$ cat src/rtl/out_ser_pkg.sv
// Shared types and helpers for the output-nibble serial link.
// Latency: n/a (declarations only).
// Backpressure: n/a. Build with OUTSER_PARITY_EN defined to add an even-parity bit.
package out_ser_pkg;

`ifdef OUTSER_PARITY_EN
    localparam int STATE_W = 3;
`else
    localparam int STATE_W = 2;
`endif

    // Frame states; PARITY only exists in the parity build
    typedef enum logic [STATE_W-1:0] {
        IDLE,
        START,
        DATA,
`ifdef OUTSER_PARITY_EN
        PARITY,
`endif
        STOP
    } state_t;

    localparam logic IDLE_LEVEL  = 1'b1;
    localparam logic START_LEVEL = 1'b0;

    // Minimum register width able to hold 0..value-1 (never less than 1 bit)
    function automatic int clog2(input int value);
        int w;
        w = 1;
        while ((1 << w) < value) begin
            w = w + 1;
        end
        return w;
    endfunction

endpackage

$ cat src/rtl/out_ser_baud.sv
// Bit-period counter: counts 0..BIT_CYCLES-1 and wraps, pulsing o_bit_end on the last count.
// Latency: o_bit_end is combinational from the count register.
// Backpressure: none; i_clr holds the count at zero (used while the link is idle).
module out_ser_baud
    import out_ser_pkg::*;
#(
    parameter  int BIT_CYCLES = 4,
    localparam int CW         = clog2(BIT_CYCLES)
) (
    input  logic          i_clk,
    input  logic          i_rst,
    input  logic          i_clr,
    output logic [CW-1:0] o_cnt,
    output logic          o_bit_end
);

    logic [CW-1:0] r_cnt;
    logic          w_bit_end;

    assign w_bit_end = (r_cnt == CW'(BIT_CYCLES - 1)) && !i_clr;
    assign o_cnt     = r_cnt;
    assign o_bit_end = w_bit_end;

    // Count clocks within a bit period, restarting at each bit boundary
    always_ff @(posedge i_clk or posedge i_rst) begin
        if (i_rst) begin
            r_cnt <= '0;
        end else if (i_clr || w_bit_end) begin
            r_cnt <= '0;
        end else begin
            r_cnt <= r_cnt + 1'b1;
        end
    end

endmodule

$ cat src/rtl/out_serializer.sv
// Serialises the latched Out nibble: start bit, data LSB first, [even parity if OUTSER_PARITY_EN], stop bit.
// Latency: TxLine/TxBusy change on the edge that accepts SendReq; each non-idle state lasts BIT_CYCLES clocks.
// Backpressure: SendReq is sampled only in IDLE; requests while busy are dropped, not queued.
module out_serializer
    import out_ser_pkg::*;
#(
    parameter int DATA_W     = 4,
    parameter int BIT_CYCLES = 4
) (
    input  logic              MainClock,
    input  logic              MainReset,
    input  logic [DATA_W-1:0] OutData,
    input  logic              SendReq,
    output logic              TxLine,
    output logic              TxBusy,
    output logic              TxDone
);

    localparam int CW = clog2(BIT_CYCLES);
    localparam int IW = clog2(DATA_W);

    state_t            r_state;
    state_t            w_state_nxt;
    logic [DATA_W-1:0] r_shift;
    logic [DATA_W-1:0] w_shift_nxt;
    logic [IW-1:0]     r_idx;
    logic [IW-1:0]     w_idx_nxt;
`ifdef OUTSER_PARITY_EN
    logic              r_parity;
    logic              w_parity_nxt;
`endif

    logic              r_tx_line;
    logic              r_tx_busy;
    logic              r_tx_done;
    logic              w_line_nxt;
    logic              w_busy_nxt;
    logic              w_done_nxt;

    logic [CW-1:0]     w_cnt;
    logic              w_bit_end;
    logic              w_clr;

    // Counter only runs inside a frame so START always begins at count 0
    assign w_clr = (r_state == IDLE);

    out_ser_baud #(
        .BIT_CYCLES (BIT_CYCLES)
    ) u_baud (
        .i_clk     (MainClock),
        .i_rst     (MainReset),
        .i_clr     (w_clr),
        .o_cnt     (w_cnt),
        .o_bit_end (w_bit_end)
    );

    // Next-state, shift register and data-bit index
    always_comb begin
        w_state_nxt  = r_state;
        w_shift_nxt  = r_shift;
        w_idx_nxt    = r_idx;
`ifdef OUTSER_PARITY_EN
        w_parity_nxt = r_parity;
`endif
        case (r_state)
            IDLE: begin
                if (SendReq) begin
                    w_state_nxt  = START;
                    w_shift_nxt  = OutData;
                    w_idx_nxt    = '0;
`ifdef OUTSER_PARITY_EN
                    w_parity_nxt = ^OutData;
`endif
                end
            end
            START: begin
                if (w_bit_end) begin
                    w_state_nxt = DATA;
                end
            end
            DATA: begin
                if (w_bit_end) begin
                    w_shift_nxt = r_shift >> 1;
                    if (r_idx == IW'(DATA_W - 1)) begin
                        w_idx_nxt = '0;
`ifdef OUTSER_PARITY_EN
                        w_state_nxt = PARITY;
`else
                        w_state_nxt = STOP;
`endif
                    end else begin
                        w_idx_nxt = r_idx + 1'b1;
                    end
                end
            end
`ifdef OUTSER_PARITY_EN
            PARITY: begin
                if (w_bit_end) begin
                    w_state_nxt = STOP;
                end
            end
`endif
            STOP: begin
                if (w_bit_end) begin
                    w_state_nxt = IDLE;
                end
            end
            default: begin
                w_state_nxt = IDLE;
            end
        endcase
    end

    // Output values for the coming cycle, decoded from the next state so the outputs can be registered
    always_comb begin
        w_line_nxt = IDLE_LEVEL;
        case (w_state_nxt)
            START:   w_line_nxt = START_LEVEL;
            DATA:    w_line_nxt = w_shift_nxt[0];
`ifdef OUTSER_PARITY_EN
            PARITY:  w_line_nxt = w_parity_nxt;
`endif
            default: w_line_nxt = IDLE_LEVEL;
        endcase
        w_busy_nxt = (w_state_nxt != IDLE);
        // One count early so the registered pulse lands in the final clock of STOP
        w_done_nxt = (r_state == STOP) && (w_cnt == CW'(BIT_CYCLES - 2));
    end

    // State and output registers; reset forces the line idle immediately
    always_ff @(posedge MainClock or posedge MainReset) begin
        if (MainReset) begin
            r_state   <= IDLE;
            r_shift   <= '0;
            r_idx     <= '0;
`ifdef OUTSER_PARITY_EN
            r_parity  <= 1'b0;
`endif
            r_tx_line <= IDLE_LEVEL;
            r_tx_busy <= 1'b0;
            r_tx_done <= 1'b0;
        end else begin
            r_state   <= w_state_nxt;
            r_shift   <= w_shift_nxt;
            r_idx     <= w_idx_nxt;
`ifdef OUTSER_PARITY_EN
            r_parity  <= w_parity_nxt;
`endif
            r_tx_line <= w_line_nxt;
            r_tx_busy <= w_busy_nxt;
            r_tx_done <= w_done_nxt;
        end
    end

    assign TxLine = r_tx_line;
    assign TxBusy = r_tx_busy;
    assign TxDone = r_tx_done;

endmodule

$ cat config.mk
export PLATFORM = sky130hd
export DESIGN_NAME = out_serializer
export DESIGN_NICKNAME = d
export VERILOG_FILES = /design/src/rtl/out_ser_pkg.sv /design/src/rtl/out_ser_baud.sv /design/src/rtl/out_serializer.sv
export SDC_FILE = /design/constraint.sdc
export NUM_CORES = 1
export LEC_CHECK = 0
export CORE_MARGIN = 8
export CORE_UTILIZATION = 45
export CTS_BUF_LIST = sky130_fd_sc_hd__clkbuf_8
export CTS_CLUSTER_DIAMETER = 50
export DETAILED_ROUTE_END_ITERATION = 10
export PLACE_DENSITY = 0.71
export SYNTH_ARGS = -nofsm -noshare
export SYNTH_HDL_FRONTEND = slang
export SYNTH_HIERARCHICAL = 1
export SYNTH_SLANG_ARGS = --single-unit
$ cat constraint.sdc
create_clock -name MainClock -period 1.8 [get_ports MainClock]
set_clock_uncertainty 0.15 [all_clocks]
set_input_delay 0.18 -clock MainClock [delete_from_list [all_inputs] [get_ports MainClock]]
set_output_delay 0.18 -clock MainClock [all_outputs]
set_load 0.02 [all_outputs]
Yosys cells after proc, flatten, opt, wreduce, memory -nomap -nowiden
Index checks and enable logic that the tools add are counted.

storage, ports and cells
  logic and storage cells = 43
  bits in registers = 13
  bits of input ports = 7

cells by class
  muxes and demuxes = 15
  eq/ne operators = 10
  reduce and logical (&&, ||, !) cells = 8
  add/subtract/negate cells = 2

operator list
  operator               number
  $mux W2                9
  $eq A2 B2 Y1 const B   6
  $mux W4                2
  $pmux W2 S4            1
  $pmux W4 S2            1
  $add A2 B1 Y2 const B  2
  $eq A2 B1 Y1 const B   2
  $pmux W2 S2            1
  $reduce_bool A2 Y1     2
  $reduce_and A3 Y1      1
  $logic_and A1 B1 Y1    2
  $logic_not A2 Y1       1
  $ne A2 B1 Y1 const B   1
  $ne A2 B2 Y1 const B   1
  $pmux W1 S2            1
  $logic_not A1 Y1       1
  $logic_or A1 B1 Y1     1

Logic depth before layout (Yosys ltp)
  word-level depth = 7
  gate-level depth with buffers = 7

Modules after synthesis
Netlist, hierarchy kept.

modules (own cells, without submodules)
  module          times used  area each (µm²)  cells each  sequential area each (µm²)
  out_serializer  1           549.3            50          276.5
  out_ser_baud    1           90.1             7           50.0

Worst setup path before layout
OpenSTA, ideal clock, no wires.

  path kind = reg-to-reg
  start point = register r_state[1]
  end point = register r_tx_line, in the netlist TxLine
  buffers on the path = 1
  slack = 0.077 ns
  data arrival time = 1.489 ns
  data required time = 1.566 ns
  stages on the path, launching flop included = 8
  cell sequence = dfrtp_1 -> buf_6 -> nor2_1 -> nor2b_1 -> and3_1 -> o31ai_2 -> and2_1 -> a31oi_1

between the ends
  longest elaborated chain between the ends = 7

RTL lines
  what                                                 RTL line                                                           text
  from (decl)                                          out_serializer.sv:22                                               state_t r_state;
  from (signal assigned)                               out_serializer.sv:143                                              r_state <= w_state_nxt;
  $logic_not A2 Y1 (*)                                 out_serializer.sv:45                                               assign w_clr = (r_state == IDLE);
  named net w_clr                                      out_serializer.sv:42                                               logic w_clr;
  $logic_not A1 Y1 (*)                                 out_ser_baud.sv:20                                                 assign w_bit_end = (r_cnt == CW'(BIT_CYCLES - 1)) && !i_clr;
  $logic_and A1 B1 Y1 (*)                              out_ser_baud.sv:20
  named net w_bit_end                                  out_serializer.sv:41                                               logic w_bit_end;
  $mux W2 (on tied branches)                           out_serializer.sv:104, out_serializer.sv:77, out_serializer.sv:82
  $pmux W2 S4                                          out_serializer.sv:65                                               case (r_state)
  $eq A2 B2 Y1 / $eq A2 B1 Y1 (equally long branches)  out_serializer.sv:117                                              case (w_state_nxt)
  $pmux W1 S2 (*)                                      out_serializer.sv:117
  named net w_line_nxt                                 out_serializer.sv:36                                               logic w_line_nxt;
  to (signal assigned)                                 out_serializer.sv:149                                              r_tx_line <= w_line_nxt;
  to (decl)                                            out_serializer.sv:33                                               logic r_tx_line;

Mark *: on every way through the listed nets, which the timed path passes. The rest lies on a longest branch. The select of a mux whose other input is x is not followed.
A chain may end at the register's enable or synchronous reset.

Worst setup path after layout
  start point = register u_baud.r_cnt[0], in the netlist u_baud/o_cnt[0]
  end point = register r_tx_line, in the netlist TxLine

between the ends
  longest elaborated chain between the ends = 6

RTL lines
  what                                                 RTL line                                                           text
  from (decl)                                          out_ser_baud.sv:17                                                 logic [CW-1:0] r_cnt;
  from (signal assigned)                               out_ser_baud.sv:31                                                 r_cnt <= r_cnt + 1'b1;
  $eq A2 B2 Y1 (*)                                     out_ser_baud.sv:20
  $logic_and A1 B1 Y1 (*)                              out_ser_baud.sv:20
  named net w_bit_end                                  out_serializer.sv:41
  $mux W2 (on tied branches)                           out_serializer.sv:104, out_serializer.sv:77, out_serializer.sv:82
  $pmux W2 S4                                          out_serializer.sv:65
  $eq A2 B2 Y1 / $eq A2 B1 Y1 (equally long branches)  out_serializer.sv:117
  $pmux W1 S2 (*)                                      out_serializer.sv:117
  named net w_line_nxt                                 out_serializer.sv:36

Marks and branches as above.

==> results.ini <==
[run_status]
status=finished clean

[setup_path]
worstPathRequired_ps=1810
crit_chain=ha_1 > nor2b_2 > and3_1 > o31ai_4 > and2_1 > a31oi_1
crit_arrival_ps=1720
cpPeakStageDelay_ps=390
crit_path_start_kind=flop
crit_path_end_kind=flop
worstSetupPathType=flop to flop
slowest_stage=dfrtp_1
cp_max_fo=5

[synthesis]
synth_top_family_by_area=simple AND/OR/NAND/NOR gates
synth_area_um2=639.4
ys_types=25
async_flop_share=1.000
synth_cells=57
synth_seq_area_share=0.5108
yosys.area_share.simple=0.2133
yosysMostFrequentCell=dfrtp_1
synth.yosys.warnings=6
synth_nets=66
synth_flop_cell=dfrtp_1
synthTopCellsByCount=dfrtp_1 (12), nand2_1 (7), inv_1 (5)
synth_xor_area_frac=0.02544
synth_compound_area_frac=0.1644
yosysTopAreaCell=dfrtp_1
synth_edf_count=0
synth.area.mux_share=0
synth_top_area_frac=0.4697
ys_ff_latch=13
synth.area.top_cells=dfrtp_1 (47%), dfstp_2 (4.1%), nand2_1 (4.1%), a22o_1 (4.1%), a32oi_1 (4.1%)
avgSynthCellArea_um2=11.22
synth-adder-area-share=0.03914

[final_layout]
utilization=0.6382
finalNetCount=85
final_area_um2=840.8
area_delta_synth_final_pct=31.51
diodes=0
drive_gt1_frac=0.2400

[detailed_routing]
final_antenna_net_count=0
first_iter_violations=10
via_per_inst=5.267
wl_per_cell_um=13.38
routed_wl_mm=1.204
drcViolationCount=0
dr.pass1.iters=3
via_count=474

[flow_run]
max-cap-violations=0

[timing]
post-route-period-util=0.9497
maxSlewViolCount=0
worst_pin_slew_ps=410.6
rsz0062_at_grt=false
fmax_ghz=0.5850
hold_viol=0
setup_viol=0
setup_tns_ps=0
fin_crit_ps=1710
slew_headroom=0.7260

[placement]
postPlaceCellArea_um2=774.5
portBuffers=9
place.gp.congestion=0.8235
place.detailed.hpwl_um=882.6

[floorplanning]
start_util=0.4853
die_h_um=53.70
die_w_um=53.70
io_pins=10
core_um2=1318
die_area_um2=2883
core.rowCount=13

[cts]
cts-root-buf=clkbuf_8
clock-sinks=13
path_clk_slew_ps=50
clock_path_buffers=2
cts_setup_buffers=0
htreeDepth=1
tritoncts=done
cts-buffers-inserted=3
clkLatencyLatePin_ps=240

[power_and_ir_drop]
seqPwrFrac=0.359
power.share.clock=0.176
power.switching_uw=509.1
comb_power_share=0.465
leakagePower_uw=0.0003914
powerDensity_nw_per_um2=1696
p_int_uw=917.1
peakVddDrop_v=0.0008029
swShare=0.3570

[global_route]
grt_max_degree=13
groute.usage.overall=0.09537
antenna_found_initial=0
first_global_vias=497
grt_pass1_wl_mm=2.035
grt.overflow.total=0

[hold_path]
holdCritPathClass=flop to flop

-- power groups by stage --
stage          Combinational, uW  Clock, uW  Sequential [uW]
5_1_grt                      731        267              529
2_1_floorplan                407          0              550
3_5_place_dp                 633          0              516
3_3_place_gp                 621          0              512
6_report                     663        251              512
4_1_cts                      643        254              511
-- timing repair --
item / in CTS / in global routing
hold buffers: 1 / 0
endpoints found under the setup margin: 0 / 7
endpoints found under the hold margin: 2 / 0
gates resized for setup: 0 / 2
-- registers in the layout (all words and copies together), names as in the netlist --
signal	flops
r_shift	4
r_state	2
u_baud/o_cnt	2
r_idx	2
TxLine	1
TxBusy	1
TxDone	1
-- cells in the final DEF (no fill, tap or decap), drive strengths merged, types with 2 or more instances in the layout --
master	count
nor3b	2
clkbuf	3
buf	5
nor2	3
dfrtp	12
a22o	3
inv	6
nand2	9
nor2b	3
a32oi	3
ha	2
o21ai	2
clkdlybuf4s50	9
-- through the flow --
stage          instances  setup WS [ps]  hold slack [ps]  power [uW]
2_1_floorplan         57          77.25           -228.8       957.2
3_3_place_gp          85          99.03            214.3        1133
3_5_place_dp          85          76.97            219.4        1149
4_1_cts               90          53.18            306.5        1409
5_1_grt               90          26.63            326.3        1527
6_report              90          90.50            308.5        1426
-- worst max-delay path: cells and delay by family, from the launching register on --
kind / cells / cell delay (ps)
compound gates: 2 / 310
fa+ha+maj: 1 / 230
flops: 1 / 390
simple gates: 3 / 560
-- area by class of cell --
type                    instances  area, um2
clock inverters                 1      3.754
repair buffers                 15      137.6
inverters                       5      18.77
well taps                      15      18.77
fillers                        93      476.7
multi-input cells              38      294.0
clock buffers                   3      41.29
flip-flops and latches         13      326.6
-- routing by layer --
metal,share of wire,track usage,wire length (um),vias to the layer above
li1,-,-,-,234
met1,0.47,0.1081,560,228
met2,0.47,0.1564,569,9
met3,0.039,0.02204,47,3
met4,0.022,0.06303,27,0
met5,0,0,0,-
-- cells by family after synthesis --
group	count (synthesis)
simple gates	23
flops	13
compound gates	12
buf+inv	6
fa+ha+maj	2
xor+xnor	1
-- path summary, 6_finish.rpt --
check                                start              end  slack (ps)  cells after the start
setup / recovery           u_baud/o_cnt[0]           TxLine          90                      6
hold / removal             u_baud/o_cnt[0]  u_baud/o_cnt[0]         310                      1
setup reg to reg           u_baud/o_cnt[0]           TxLine          90                      6
hold reg to reg            u_baud/o_cnt[0]  u_baud/o_cnt[0]         310                      1
max in group asynchronous        MainReset           TxLine         520                      3
min in group asynchronous        MainReset  u_baud/o_cnt[1]         510                      3
No activity file was read; power rests on OpenSTA's default activity.
